===== src/rtl/ifetch_queue.sv =====
// Instruction-fetch front end: pipelined sram-like fetches feeding a DEPTH-entry queue,
// with redirect flush, stale-response dropping and AdEL reporting for misaligned PCs.
module ifetch_queue #(
    parameter int unsigned DEPTH           = 4,
    parameter int unsigned MAX_OUTSTANDING = 2,
    parameter logic [31:0] RESET_PC        = 32'hbfc00000
) (
    input  logic        clk,
    input  logic        rst,
    input  logic        redirect,
    input  logic [31:0] redirect_pc,
    output logic        out_valid,
    input  logic        out_ready,
    output logic [31:0] out_pc,
    output logic [31:0] out_inst,
    output logic        out_adel,
    output logic        inst_req,
    output logic        inst_wr,
    output logic [1:0]  inst_size,
    output logic [31:0] inst_addr,
    output logic [31:0] inst_wdata,
    input  logic [31:0] inst_rdata,
    input  logic        inst_addr_ok,
    input  logic        inst_data_ok
);

    localparam int unsigned PW = (DEPTH > 1) ? $clog2(DEPTH) : 1;
    localparam int unsigned CW = PW + 1;
    localparam int unsigned UW = CW + 1;

    logic [31:0]       r_fetch_pc;
    logic              r_halt;
    logic              r_req_held;
    logic              r_req_drop;
    logic [31:0]       r_req_addr;

    logic [31:0]       r_q_pc   [DEPTH];
    logic [31:0]       r_q_inst [DEPTH];
    logic [DEPTH-1:0]  r_q_adel;
    logic [PW-1:0]     r_q_rd;
    logic [PW-1:0]     r_q_wr;
    logic [CW-1:0]     r_q_cnt;

    logic [31:0]       r_p_addr [DEPTH];
    logic [DEPTH-1:0]  r_p_drop;
    logic [PW-1:0]     r_p_rd;
    logic [PW-1:0]     r_p_wr;
    logic [CW-1:0]     r_p_cnt;

    logic              r_out_valid;
    logic [31:0]       r_out_pc;
    logic [31:0]       r_out_inst;
    logic              r_out_adel;

    logic [UW-1:0]     w_used;
    logic              w_credit_ok;
    logic              w_room;
    logic              w_aligned;
    logic              w_accept;
    logic              w_resp;
    logic              w_resp_keep;
    logic              w_new_req;
    logic              w_adel_push;
    logic              w_q_push;
    logic              w_q_pop;
    logic [31:0]       w_push_pc;
    logic [31:0]       w_push_inst;
    logic [CW-1:0]     w_q_left;
    logic [PW-1:0]     w_q_rd_nxt;

    // Credit counts queue slots plus every accepted-but-unanswered request.
    assign w_used      = UW'(r_q_cnt) + UW'(r_p_cnt);
    assign w_credit_ok = w_used < UW'(DEPTH);
    assign w_room      = r_p_cnt < CW'(MAX_OUTSTANDING);
    assign w_aligned   = (r_fetch_pc[1:0] == 2'b00);

    assign w_accept    = r_req_held & inst_addr_ok;
    assign w_resp      = inst_data_ok & (r_p_cnt != '0);
    assign w_resp_keep = w_resp & ~r_p_drop[r_p_rd] & ~redirect;
    assign w_new_req   = ~r_req_held & ~redirect & ~r_halt & w_aligned & w_credit_ok & w_room;
    assign w_adel_push = ~r_req_held & ~redirect & ~r_halt & ~w_aligned & w_credit_ok
                       & (r_p_cnt == '0);

    assign w_q_push    = w_resp_keep | w_adel_push;
    assign w_q_pop     = (r_q_cnt != '0) & out_ready & ~redirect;
    assign w_push_pc   = w_adel_push ? r_fetch_pc : r_p_addr[r_p_rd];
    assign w_push_inst = w_adel_push ? 32'd0 : inst_rdata;
    assign w_q_left    = r_q_cnt - CW'(w_q_pop);
    assign w_q_rd_nxt  = r_q_rd + PW'(w_q_pop);

    // Fetch PC, halt and the held bus request; a held request survives redirects as stale.
    always_ff @(posedge clk) begin
        if (rst) begin
            r_fetch_pc <= RESET_PC;
            r_halt     <= 1'b0;
            r_req_held <= 1'b0;
            r_req_drop <= 1'b0;
            r_req_addr <= 32'd0;
        end else begin
            if (redirect) begin
                r_fetch_pc <= redirect_pc;
                r_halt     <= 1'b0;
            end else begin
                if (w_accept & ~r_req_drop) r_fetch_pc <= r_fetch_pc + 32'd4;
                if (w_adel_push)            r_halt     <= 1'b1;
            end
            if (w_new_req) begin
                r_req_held <= 1'b1;
                r_req_addr <= r_fetch_pc;
                r_req_drop <= 1'b0;
            end else if (w_accept) begin
                r_req_held <= 1'b0;
            end
            if (redirect & r_req_held & ~w_accept) r_req_drop <= 1'b1;
        end
    end

    // Pending FIFO control; a redirect poisons every entry, including one accepted now.
    always_ff @(posedge clk) begin
        if (rst) begin
            r_p_rd   <= '0;
            r_p_wr   <= '0;
            r_p_cnt  <= '0;
            r_p_drop <= '0;
        end else begin
            if (redirect) r_p_drop <= '1;
            if (w_accept) begin
                r_p_drop[r_p_wr] <= r_req_drop | redirect;
                r_p_wr           <= r_p_wr + PW'(1);
            end
            if (w_resp) r_p_rd <= r_p_rd + PW'(1);
            r_p_cnt <= r_p_cnt + CW'(w_accept) - CW'(w_resp);
        end
    end

    always_ff @(posedge clk) begin
        if (rst || redirect) begin
            r_q_rd  <= '0;
            r_q_wr  <= '0;
            r_q_cnt <= '0;
        end else begin
            if (w_q_push) r_q_wr <= r_q_wr + PW'(1);
            r_q_rd  <= w_q_rd_nxt;
            r_q_cnt <= w_q_left + CW'(w_q_push);
        end
    end

    always_ff @(posedge clk) begin
        if (w_q_push) begin
            r_q_pc[r_q_wr]   <= w_push_pc;
            r_q_inst[r_q_wr] <= w_push_inst;
            r_q_adel[r_q_wr] <= w_adel_push;
        end
        if (w_accept) r_p_addr[r_p_wr] <= r_req_addr;
    end

    // Head register holds the entry that will sit at the queue head after this edge.
    always_ff @(posedge clk) begin
        if (rst || redirect) begin
            r_out_valid <= 1'b0;
            r_out_pc    <= 32'd0;
            r_out_inst  <= 32'd0;
            r_out_adel  <= 1'b0;
        end else if (w_q_left != '0) begin
            r_out_valid <= 1'b1;
            r_out_pc    <= r_q_pc[w_q_rd_nxt];
            r_out_inst  <= r_q_inst[w_q_rd_nxt];
            r_out_adel  <= r_q_adel[w_q_rd_nxt];
        end else if (w_q_push) begin
            r_out_valid <= 1'b1;
            r_out_pc    <= w_push_pc;
            r_out_inst  <= w_push_inst;
            r_out_adel  <= w_adel_push;
        end else begin
            r_out_valid <= 1'b0;
            r_out_pc    <= 32'd0;
            r_out_inst  <= 32'd0;
            r_out_adel  <= 1'b0;
        end
    end

    assign out_valid  = r_out_valid;
    assign out_pc     = r_out_pc;
    assign out_inst   = r_out_inst;
    assign out_adel   = r_out_adel;
    assign inst_req   = r_req_held;
    assign inst_addr  = r_req_addr;
    assign inst_wr    = 1'b0;
    assign inst_size  = 2'b10;
    assign inst_wdata = 32'd0;

endmodule

===== config.mk =====
export PLATFORM = sky130hd
export DESIGN_NAME = ifetch_queue
export DESIGN_NICKNAME = d
export VERILOG_FILES = /design/src/rtl/ifetch_queue.sv
export SDC_FILE = /design/constraint.sdc
export NUM_CORES = 1
export LEC_CHECK = 0
export CORE_MARGIN = 1.5
export CORE_UTILIZATION = 25
export CTS_CLUSTER_SIZE = 16
export DETAILED_ROUTE_END_ITERATION = 12
export PLACE_DENSITY_LB_ADDON = 0.12
export SETUP_SLACK_MARGIN = 0.1
export SLEW_MARGIN = 15
export SYNTH_ARGS = -nofsm -noshare
export SYNTH_HDL_FRONTEND = slang
export SYNTH_SLANG_ARGS = --single-unit

===== constraint.sdc =====
create_clock -name clk -period 13.8 [get_ports clk]
set_input_delay 4.14 -clock clk [delete_from_list [all_inputs] [get_ports clk]]
set_output_delay 4.14 -clock clk [all_outputs]
set_load 0.01 [all_outputs]

**Word level (Yosys, flattened, before mapping)**

Memory sizes are Yosys's and may differ from the RTL's. A register that Yosys moved wholly into a read port is not among the register bits.
Index checks and enable logic that the tools add are counted.

- Mux-type cells: 34
- Add/sub/neg operators: 10
- Bitwise gates (word level): 26
- Reductions and logical operators: 12
- $lt $le $gt $ge: 8

Operator list:

| kind | count |
|---|---|
| two-way mux 32 bit | 8 |
| adder 32 x 3 -> 32 bit (second input constant) | 1 |
| bitwise AND 1 bit | 17 |
| two-way mux 1 bit | 15 |
| less-than comparator 2 x 3 -> 1 bit (second input constant) | 4 |
| two-way mux 4 bit | 3 |
| nonzero test 3 bit | 3 |
| bitwise mux 4 bit | 2 |
| inverter 1 bit | 7 |
| adder 2 x 1 -> 2 bit (second input constant) | 3 |
| adder 3 x 1 -> 3 bit | 2 |
| nonzero test 2 bit | 3 |
| subtractor 3 x 1 -> 3 bit | 2 |
| adder 3 x 3 -> 4 bit | 1 |
| binary-select mux 1 bit (select 2 bit) | 2 |
| demux 1 bit (select 2 bit) | 2 |
| greater-or-equal comparator 2 x 1 -> 1 bit (second input constant) | 2 |
| less-than comparator 4 x 3 -> 1 bit (second input constant) | 1 |
| two-way mux 2 bit | 2 |
| zero test 3 bit | 1 |
| less-than comparator 3 x 2 -> 1 bit (second input constant) | 1 |
| adder 2 x 1 -> 2 bit | 1 |
| logical AND 1 bit | 2 |
| zero test 2 bit | 1 |
| other kinds (3) | 4 |

- Output and inout port bits: 134
- Logic and storage cells: 110
- Memories kept: 3
- Memory bits (writable): 384
- Register bits: 155
- Input port bits: 70

Memories:

| name | words | width | read ports | clocked after Yosys merged registers in | wr ports | line | source |
|---|---|---|---|---|---|---|---|
| r_p_addr | 4 | 32 | 1 | 1 | 1 | 44 | `logic [31:0] r_p_addr [DEPTH];` |
| r_q_inst | 4 | 32 | 1 | 0 | 1 | 38 | `logic [31:0] r_q_inst [DEPTH];` |
| r_q_pc | 4 | 32 | 1 | 0 | 1 | 37 | `logic [31:0] r_q_pc [DEPTH];` |

**Logic depth before layout (Yosys ltp)**

Gate-level depths: netlist of the first run.

- Word-level depth: 9
- Gate-level depth with buffers: 13
- Gate-level depth less buffers: 8

**Least setup slack after synthesis of the first run**

No wires, ideal clock.

- Kind: input to register
- Start: in redirect
- End: reg r_q_adel[0], enable pin
- Cell stages on the path: 6
- Arrival: 8.186 ns
- Path buffers: 2
- Required time: 13.304 ns
- Path slack: 5.117 ns
- Setup time: 0.496 ns
- Path through: buf_2 nor4_4 and4b_1 clkbuf_1 nor2_1 nor2b_1

- Word-level cells in the longest chain between the ends: 7
- Elaborated cells on any way between the ends: 8
- Those cells by class: 8 x bitwise

RTL lines:

| what | line | source |
|---|---|---|
| from (decl) | 10 | `input logic redirect,` |
| inverter 1 bit * | 79, 81 |  |
| bitwise AND 1 bit (4 in series) | 81 | `assign w_adel_push = ~r_req_held & ~redirect & ~r_halt & ~w_aligned & w_credit_ok` |
| bitwise AND 1 bit | 82 | `& (r_p_cnt == '0);` |
| OR 1 bit * | 84 | `assign w_q_push = w_resp_keep \| w_adel_push;` |
| to (signal, indexed assignment) | 152 | `r_q_adel[r_q_wr] <= w_adel_push;` |
| to (decl) | 39 | `logic [DEPTH-1:0] r_q_adel;` |

Mark *: on every way between the ends. The rest lies on a longest branch, timed or not.
A chain may end at the register's enable or synchronous reset.

**Worst setup path after layout of the first run**

- Start: in redirect
- End: reg r_out_pc[16] (netlist: out_pc[16])

- Elaborated cells on any way between the ends: 17
- Those cells by class: 2 x add/sub; 3 x mux; 9 x bitwise; 2 x reduce/logical; 1 x memory

RTL lines:

| what | line | source |
|---|---|---|
| inverter 1 bit | 85 | `assign w_q_pop = (r_q_cnt != '0) & out_ready & ~redirect;` |
| bitwise AND 1 bit | 85 |  |
| adder 2 x 1 -> 2 bit | 89 | `assign w_q_rd_nxt = r_q_rd + PW'(w_q_pop);` |
| named net w_q_rd_nxt[0] | 69 | `logic [PW-1:0] w_q_rd_nxt;` |
| memory (4 x 32 bit) | n/a |  |
| two-way mux 32 bit | 164 | `end else if (w_q_left != '0) begin` |
| to (signal assigned) | 166 | `r_out_pc <= r_q_pc[w_q_rd_nxt];` |
| to (signal assigned) | 171 | `r_out_pc <= w_push_pc;` |
| to (decl) | 51 | `logic [31:0] r_out_pc;` |

The timed path passes the listed nets, and every way through them passes these cells.

==> impl_metrics.csv, run 1 <==
group,metric,value,unit
critical_path,end_kind,"flip-flop",
routing,vias_per_cell,4.30,
routing,ant_nets,0,
logic_synthesis,synth_seq_area_share,0.687,
routing,drc,0,
global_route,grt_antenna_before_repair,0,
die,start_util,0.252,
job,max_cap_violations,0,
pwr,intPower,3.16,mW
cells_and_area,area_delta_synth_final,22.9,%
clock_network,clk_pin_slew,60,ps
routing,drt-initial-drc-count,624,
clock_network,clock_sinks,541,
place,dp_hpwl,34100,um
critical_path,worstSetupStartpointType,"input pin",
sta,slew_headroom,0.289,
sta,worst_slew_pin_slew,1060,ps
sta,maxSlewViolCount,0,
critical_path,arrival,7840,ps
place,placed_cell_area,24300,sq um
sta,timing.final.crit_share,0.535,
sta,hold_ws,513,ps
die,top_level_ports,204,
clock_network,cts_hold_buffers,0,
global_route,first_global_vias,12112,
clock_network,cts_max_path_buffers,3,
hold_path,min_to,"r_p_wr[1]$_SDFFE_PP0P_",
logic_synthesis,synth.avg_cell_area,15.7,sq um
pwr,irDropWorstVdd,0.106,mV
cells_and_area,final_common_cell,"edfxtp_1",
clock_network,cts_root_buf,"clkbuf_16",
critical_path,reg2reg_slack,10030,ps
pwr,seqPwrFrac,0.473,
die,die-area,87400,sq um
routing,vias,11756,
logic_synthesis,syn_area,21400,sq um
pwr,p_leak,9.24,nW
sta,finalHoldViolCount,0,
logic_synthesis,ys_seq_elements,541,
critical_path,cp_max_fo,41,
routing,wl_per_cell,20.7,um
pwr,switching_power,1.09,mW
cells_and_area,nNetsFinal,1628,
critical_path,r2r-start,"r_q_cnt[2]$_SDFF_PP0_",
global_route,grt_use_total,0.130,
hold_path,worstHoldStart,"r_p_wr[1]$_SDFFE_PP0P_",
cells_and_area,final_cell_mix,"edfxtp_1, clkdlybuf4s50_1, dfxtp_1, nand2_1, mux4_2",
place,place_worst_setup_slack,5600,ps
logic_synthesis,ys_warn_count,0,
logic_synthesis,async_flop_share,0,
global_route,grt_pass1_wl,82700,um
die,die_width,296,um
critical_path,reg2reg_depth,6,
critical_path,critPathKind,"in -> reg",
clock_network,post_cts_buffers,0,
die,core_area,85000,sq um
cells_and_area,final_area,26300,sq um
critical_path,crit_required,14260,ps
global_route,overflow,0,
clock_network,cts_resized,0,
die,chipHeight,296,um
hold_path,hold_path_class,"reg -> reg",
logic_synthesis,synthFlopType,"edfxtp_1",
clock_network,clkLatencyLatePin,620,ps
sta,setup_viol,0,
sta,setup_ws,6420,ps
clock_network,cts_made_buffers,60,
sta,fin_worst_skew,25.3,ps
global_route,grt_max_degree,66,
die,fp-row-count,107,
clock_network,cts_tree,"yes",
logic_synthesis,synth_edf_count,388,
cells_and_area,layout-drive-gt1-share,0.167,
critical_path,reg2reg_to,"r_q_pc[3][23]$_DFFE_PP_",
place,place_congestion,0.704,
place,portBuffers,168,
clock_network,cts_max_level,2,
cells_and_area,fill_cells,8455,
routing,totalWireLength,56500,um
routing,drt_pre_antenna_iters,6,
pwr,power_frac_clock,0.386,
sta,rsz0062_at_grt,"false",
pwr,powerDensity,161,nW/um^2
hold_path,holdPathStages,2,
pwr,comb_power_share,0.142,
sta,finalSetupTns,0,ps
logic_synthesis,syn_inst,1360,
pwr,switching_share,0.256,
logic_synthesis,synth.distinct_cells,64,
cells_and_area,antennaDiodeCount,0,
sta,max_freq,0.136,GHz
run_status,outcome,"finished, final reports clean",
sta,fin_crit,7380,ps
[metrics by stage]
step / power, mW / utilization / cells
2_1_floorplan: 2.40 / - / 1393
3_3_place_gp: 2.66 / 0.285 / 2621
3_5_place_dp: 2.67 / 0.285 / 2621
4_1_cts: 4.32 / 0.309 / 2734
5_1_grt: 4.44 / 0.309 / 2734
6_report: 4.25 / 0.309 / 2734
[final cells by class]
class	instances	area [sq um]	share of cell area
clock buffers	82	1690	0.0644
clock inverters	31	339	0.0129
inverters	86	323	0.0123
multi-input cells	662	5970	0.227
flip-flops and latches	541	14700	0.560
well taps	1144	1430	0.0544
repair buffers	188	1830	0.0695
[cell usage after synthesis (3+ instances only)]
library cell | instances | area (sq um)
nand2_1 | 111 | 417
and4_1 | 9 | 78.8
clkbuf_1 | 32 | 120
nor2b_1 | 8 | 50.1
nor3b_1 | 10 | 75.1
nand3_1 | 10 | 50.1
and2_1 | 10 | 62.6
nand4_4 | 3 | 63.8
nor4_4 | 4 | 85.1
mux2i_1 | 66 | 661
buf_6 | 7 | 78.8
edfxtp_1 | 388 | 11700
a211oi_1 | 14 | 105
nand4_1 | 7 | 43.8
a31oi_1 | 5 | 31.3
o32ai_1 | 3 | 26.3
xnor2_1 | 11 | 96.3
a21oi_1 | 12 | 60.1
buf_1 | 11 | 41.3
or3_1 | 5 | 31.3
mux4_2 | 98 | 2210
buf_2 | 19 | 95.1
ha_1 | 18 | 225
xor2_1 | 5 | 43.8
o21ai_1 | 31 | 155
inv_1 | 86 | 323
o21ai_2 | 29 | 254
buf_4 | 35 | 263
dfxtp_1 | 153 | 3060
a311oi_1 | 4 | 35.0
a2111oi_0 | 6 | 52.6
nor3_1 | 15 | 75.1
and3_1 | 14 | 87.6
o21ai_0 | 9 | 45.0
nor2_1 | 73 | 274
[critical path, stage by stage]
cell and delay [ps]:
clkdlybuf4s50_1 460, buf_4 380, inv_1 70, buf_4 280, o311a_1 210, ha_4 650, buf_4 830, mux4_2 590
nand2_1 70, o21ai_0 90
[worst max path at each step]
stage / to / depth (start not counted) / slack, ps / from
6_report: out_pc[16]$_SDFF_PP0_ / 10 / 6420 / redirect
5_1_grt: out_pc[5]$_SDFF_PP0_ / 10 / 6080 / redirect
4_1_cts: out_pc[16]$_SDFF_PP0_ / 10 / 6290 / redirect
3_5_place_dp: out_pc[14]$_SDFF_PP0_ / 10 / 5600 / redirect
2_1_floorplan: r_q_adel[0]$_DFFE_PP_ / 6 / 5120 / redirect
3_3_place_gp: out_pc[14]$_SDFF_PP0_ / 10 / 5600 / redirect
[flip-flops by register name (all words and copies together) (netlist names), 2 cells and up, named ones only]
register,cells
out_inst,32
r_q_wr,2
r_q_adel,4
r_q_inst,128
r_q_rd,2
r_p_rd,2
r_p_drop,4
r_fetch_pc,32
out_pc,32
inst_addr,32
r_p_cnt,3
r_q_cnt,3
r_p_addr,128
r_q_pc,128
r_p_wr,2
[cells by family (layout without fill, tap and decap cells)]
group	count (synthesis)	count (layout)	synth area share
AOI/OAI and AO/OA	129	129	0.0426
xor gates and xnor gates	16	16	0.00655
adders and majority gates	19	19	0.0115
buffers and inverters	190	387	0.0430
DFF	541	541	0.687
muxes	165	165	0.135
other	2	35	0.000351
and+or+nand+nor	298	298	0.0741
[power by group through the flow]
stage                     sequential, mW  combinational [mW]  clock [mW]
final                               2.01               0.602        1.64
after global routing                2.03               0.662        1.75
after CTS                           2.02               0.617        1.69
after detailed placement            2.05               0.616           0
after global placement              2.05               0.610           0
after floorplan                     2.00               0.394           0
[metal layers]
layer,wire length [um],global-route usage
met5,0,0
met4,977,0.0314
met3,2460,0.0226
met2,26600,0.210
met1,26400,0.180
Note: power is estimated with default switching activity, not from simulation.
==> run 2: changes to the inputs <==
==> constraint.sdc (replaced) <==
create_clock -name clk -period 6.3 [get_ports clk]
set_input_delay 1.89 -clock clk [delete_from_list [all_inputs] [get_ports clk]]
set_output_delay 1.89 -clock clk [all_outputs]
set_load 0.01 [all_outputs]
==> impl_metrics.csv, run 2 (synthesis results as in run 1) <==
group,metric,value,unit
pwr,powerDensity,350,nW/um^2
clock_network,cts_root_buf,"clkbuf_16",
routing,vias_per_cell,4.28,
cells_and_area,final_cell_mix,"edfxtp_1, clkdlybuf4s50_1, dfxtp_1, nand2_1, mux4_2",
cells_and_area,utilization,0.312,
clock_network,post_cts_buffers,0,
critical_path,crit_top_cell,"ha_1",
place,portBuffers,168,
global_route,grt_antenna_before_repair,0,
cells_and_area,nNetsFinal,1640,
die,top_level_ports,204,
die,die-area,87400,sq um
routing,detailroute.wirelength.met3,2340,um
clock_network,cts_made_buffers,60,
routing,topRoutingLayerUsed,"met4",
critical_path,crit_required,6840,ps
global_route,grt_max_degree,86,
place,placed_cell_area,24500,sq um
cells_and_area,layout-drive-gt1-share,0.171,
global_route,grt_use_total,0.131,
sta,fin_crit,4230,ps
clock_network,clock_sinks,541,
global_route,overflow,0,
sta,finalHoldViolCount,0,
sta,maxSlewViolCount,0,
job,max_cap_violations,0,
critical_path,critPathKind,"in -> reg",
sta,max_freq,0.236,GHz
critical_path,cpPeakStageDelay,840,ps
critical_path,crit_chain,"clkdlybuf4s50_1 -> inv_1 -> o311a_1 -> ha_1 -> ha_1 -> and2_1 -> a21oi_4 -> buf_4 -> nand2_1 -> o21ai_2",
cells_and_area,final_area,26500,sq um
sta,rsz0062_at_grt,"false",
run_status,outcome,"finished, final reports clean",
clock_network,cts_max_level,2,
routing,totalWireLength,57200,um
pwr,irDropWorstVdd,0.228,mV
critical_path,end_kind,"flip-flop",
routing,drc,0,
clock_network,cts_tree,"yes",
die,chipHeight,296,um
routing,wl_per_cell,20.8,um
routing,wl_met1,26900,um
pwr,p_leak,9.32,nW
critical_path,cp_max_fo,42,
sta,finalSetupTns,0,ps
cells_and_area,reg_top3,"r_p_addr: 128 flops, r_q_inst: 128 flops, r_q_pc: 128 flops",
pwr,totalPowerFinal,9.26,mW
place,place_congestion,0.713,
place,place_worst_setup_slack,1420,ps
clock_network,clkLatencyLatePin,620,ps
clock_network,cts_hold_buffers,0,
sta,timing.final.crit_share,0.671,
global_route,grt_pass1_wl,83600,um
cells_and_area,antennaDiodeCount,0,
sta,setup_ws,2070,ps
sta,fin_worst_skew,19.3,ps
die,start_util,0.252,
critical_path,worstSetupStartpointType,"input pin",
cells_and_area,area_delta_synth_final,23.8,%
critical_path,cp_slowest_cell,"clkdlybuf4s50_1",
clock_network,cts_max_path_buffers,3,
global_route,first_global_vias,12195,
routing,drt_pre_antenna_iters,6,
sta,worst_slew_pin_slew,1120,ps
die,core_area,85000,sq um
critical_path,arrival,4770,ps
routing,ant_nets,0,
sta,slew_headroom,0.252,
clock_network,clk_pin_slew,60,ps
routing,vias,11763,
cells_and_area,final_common_cell,"edfxtp_1",
hold_path,hold_path_class,"reg -> reg",
die,die_width,296,um
routing,routed-wl-met2,26900,um
sta,setup_viol,0,
place,dp_hpwl,34900,um
clock_network,cts_resized,0,
die,fp-row-count,107,
routing,drt-initial-drc-count,624,
run 2: cell count changes in the layout (fill, tap and decap cells not counted):
cell,before,now
buf_12,0,11
buf_4,20,21
bufinv_16,7,6
clkbuf_1,11,17
clkbuf_16,60,62
clkbuf_8,11,5
clkinv_1,9,8
clkinv_2,11,12
clkinv_4,0,1
inv_6,1,0
run 2: metrics by stage:
stage               hold slack (ps)  cells
floorplan                       469   1393
global route                    535   2747
global placement                500   2633
finish                          512   2747
CTS                             522   2747
detailed placement              512   2633
run 2: critical path, delay by kind of cell:
family          cells  cell delay [ps]
buf+inv             3             1500
fa+ha+maj           2              480
compound gates      3              450
simple gates        2              390
run 2: layer usage:
layer  track usage  vias up
li1              -     5445
met1         0.181     6004
met2         0.211      238
met3        0.0233       76
met4        0.0336        0
met5             0        -
run 2: where the power goes:
group          switching, mW  internal [mW]  total (mW)
Sequential             0.215           4.19        4.40
Combinational          0.730          0.592        1.32
Clock                   1.43           2.10        3.54
run 2: final cells by class:
type                    instances  area (sq um)
multi-input cells             662          5970
repair buffers                200          2050
flip-flops and latches        541         14700
inverters                      86           323
well taps                    1144          1430
fillers                      8415         58500
clock inverters                30           310
clock buffers                  84          1680
run 2: worst paths after layout:
check | from | end | slack (ps) | cells after the start
min reg2reg | r_p_wr[1]$_SDFFE_PP0P_ | r_p_wr[1]$_SDFFE_PP0P_ | 510 | 2
min | r_p_wr[1]$_SDFFE_PP0P_ | r_p_wr[1]$_SDFFE_PP0P_ | 510 | 2
max reg2reg | r_p_rd[0]$_SDFFE_PP0P_ | r_q_inst[1][2]$_DFFE_PP_ | 3470 | 5
max | redirect | out_inst[14]$_SDFF_PP0_ | 2070 | 10
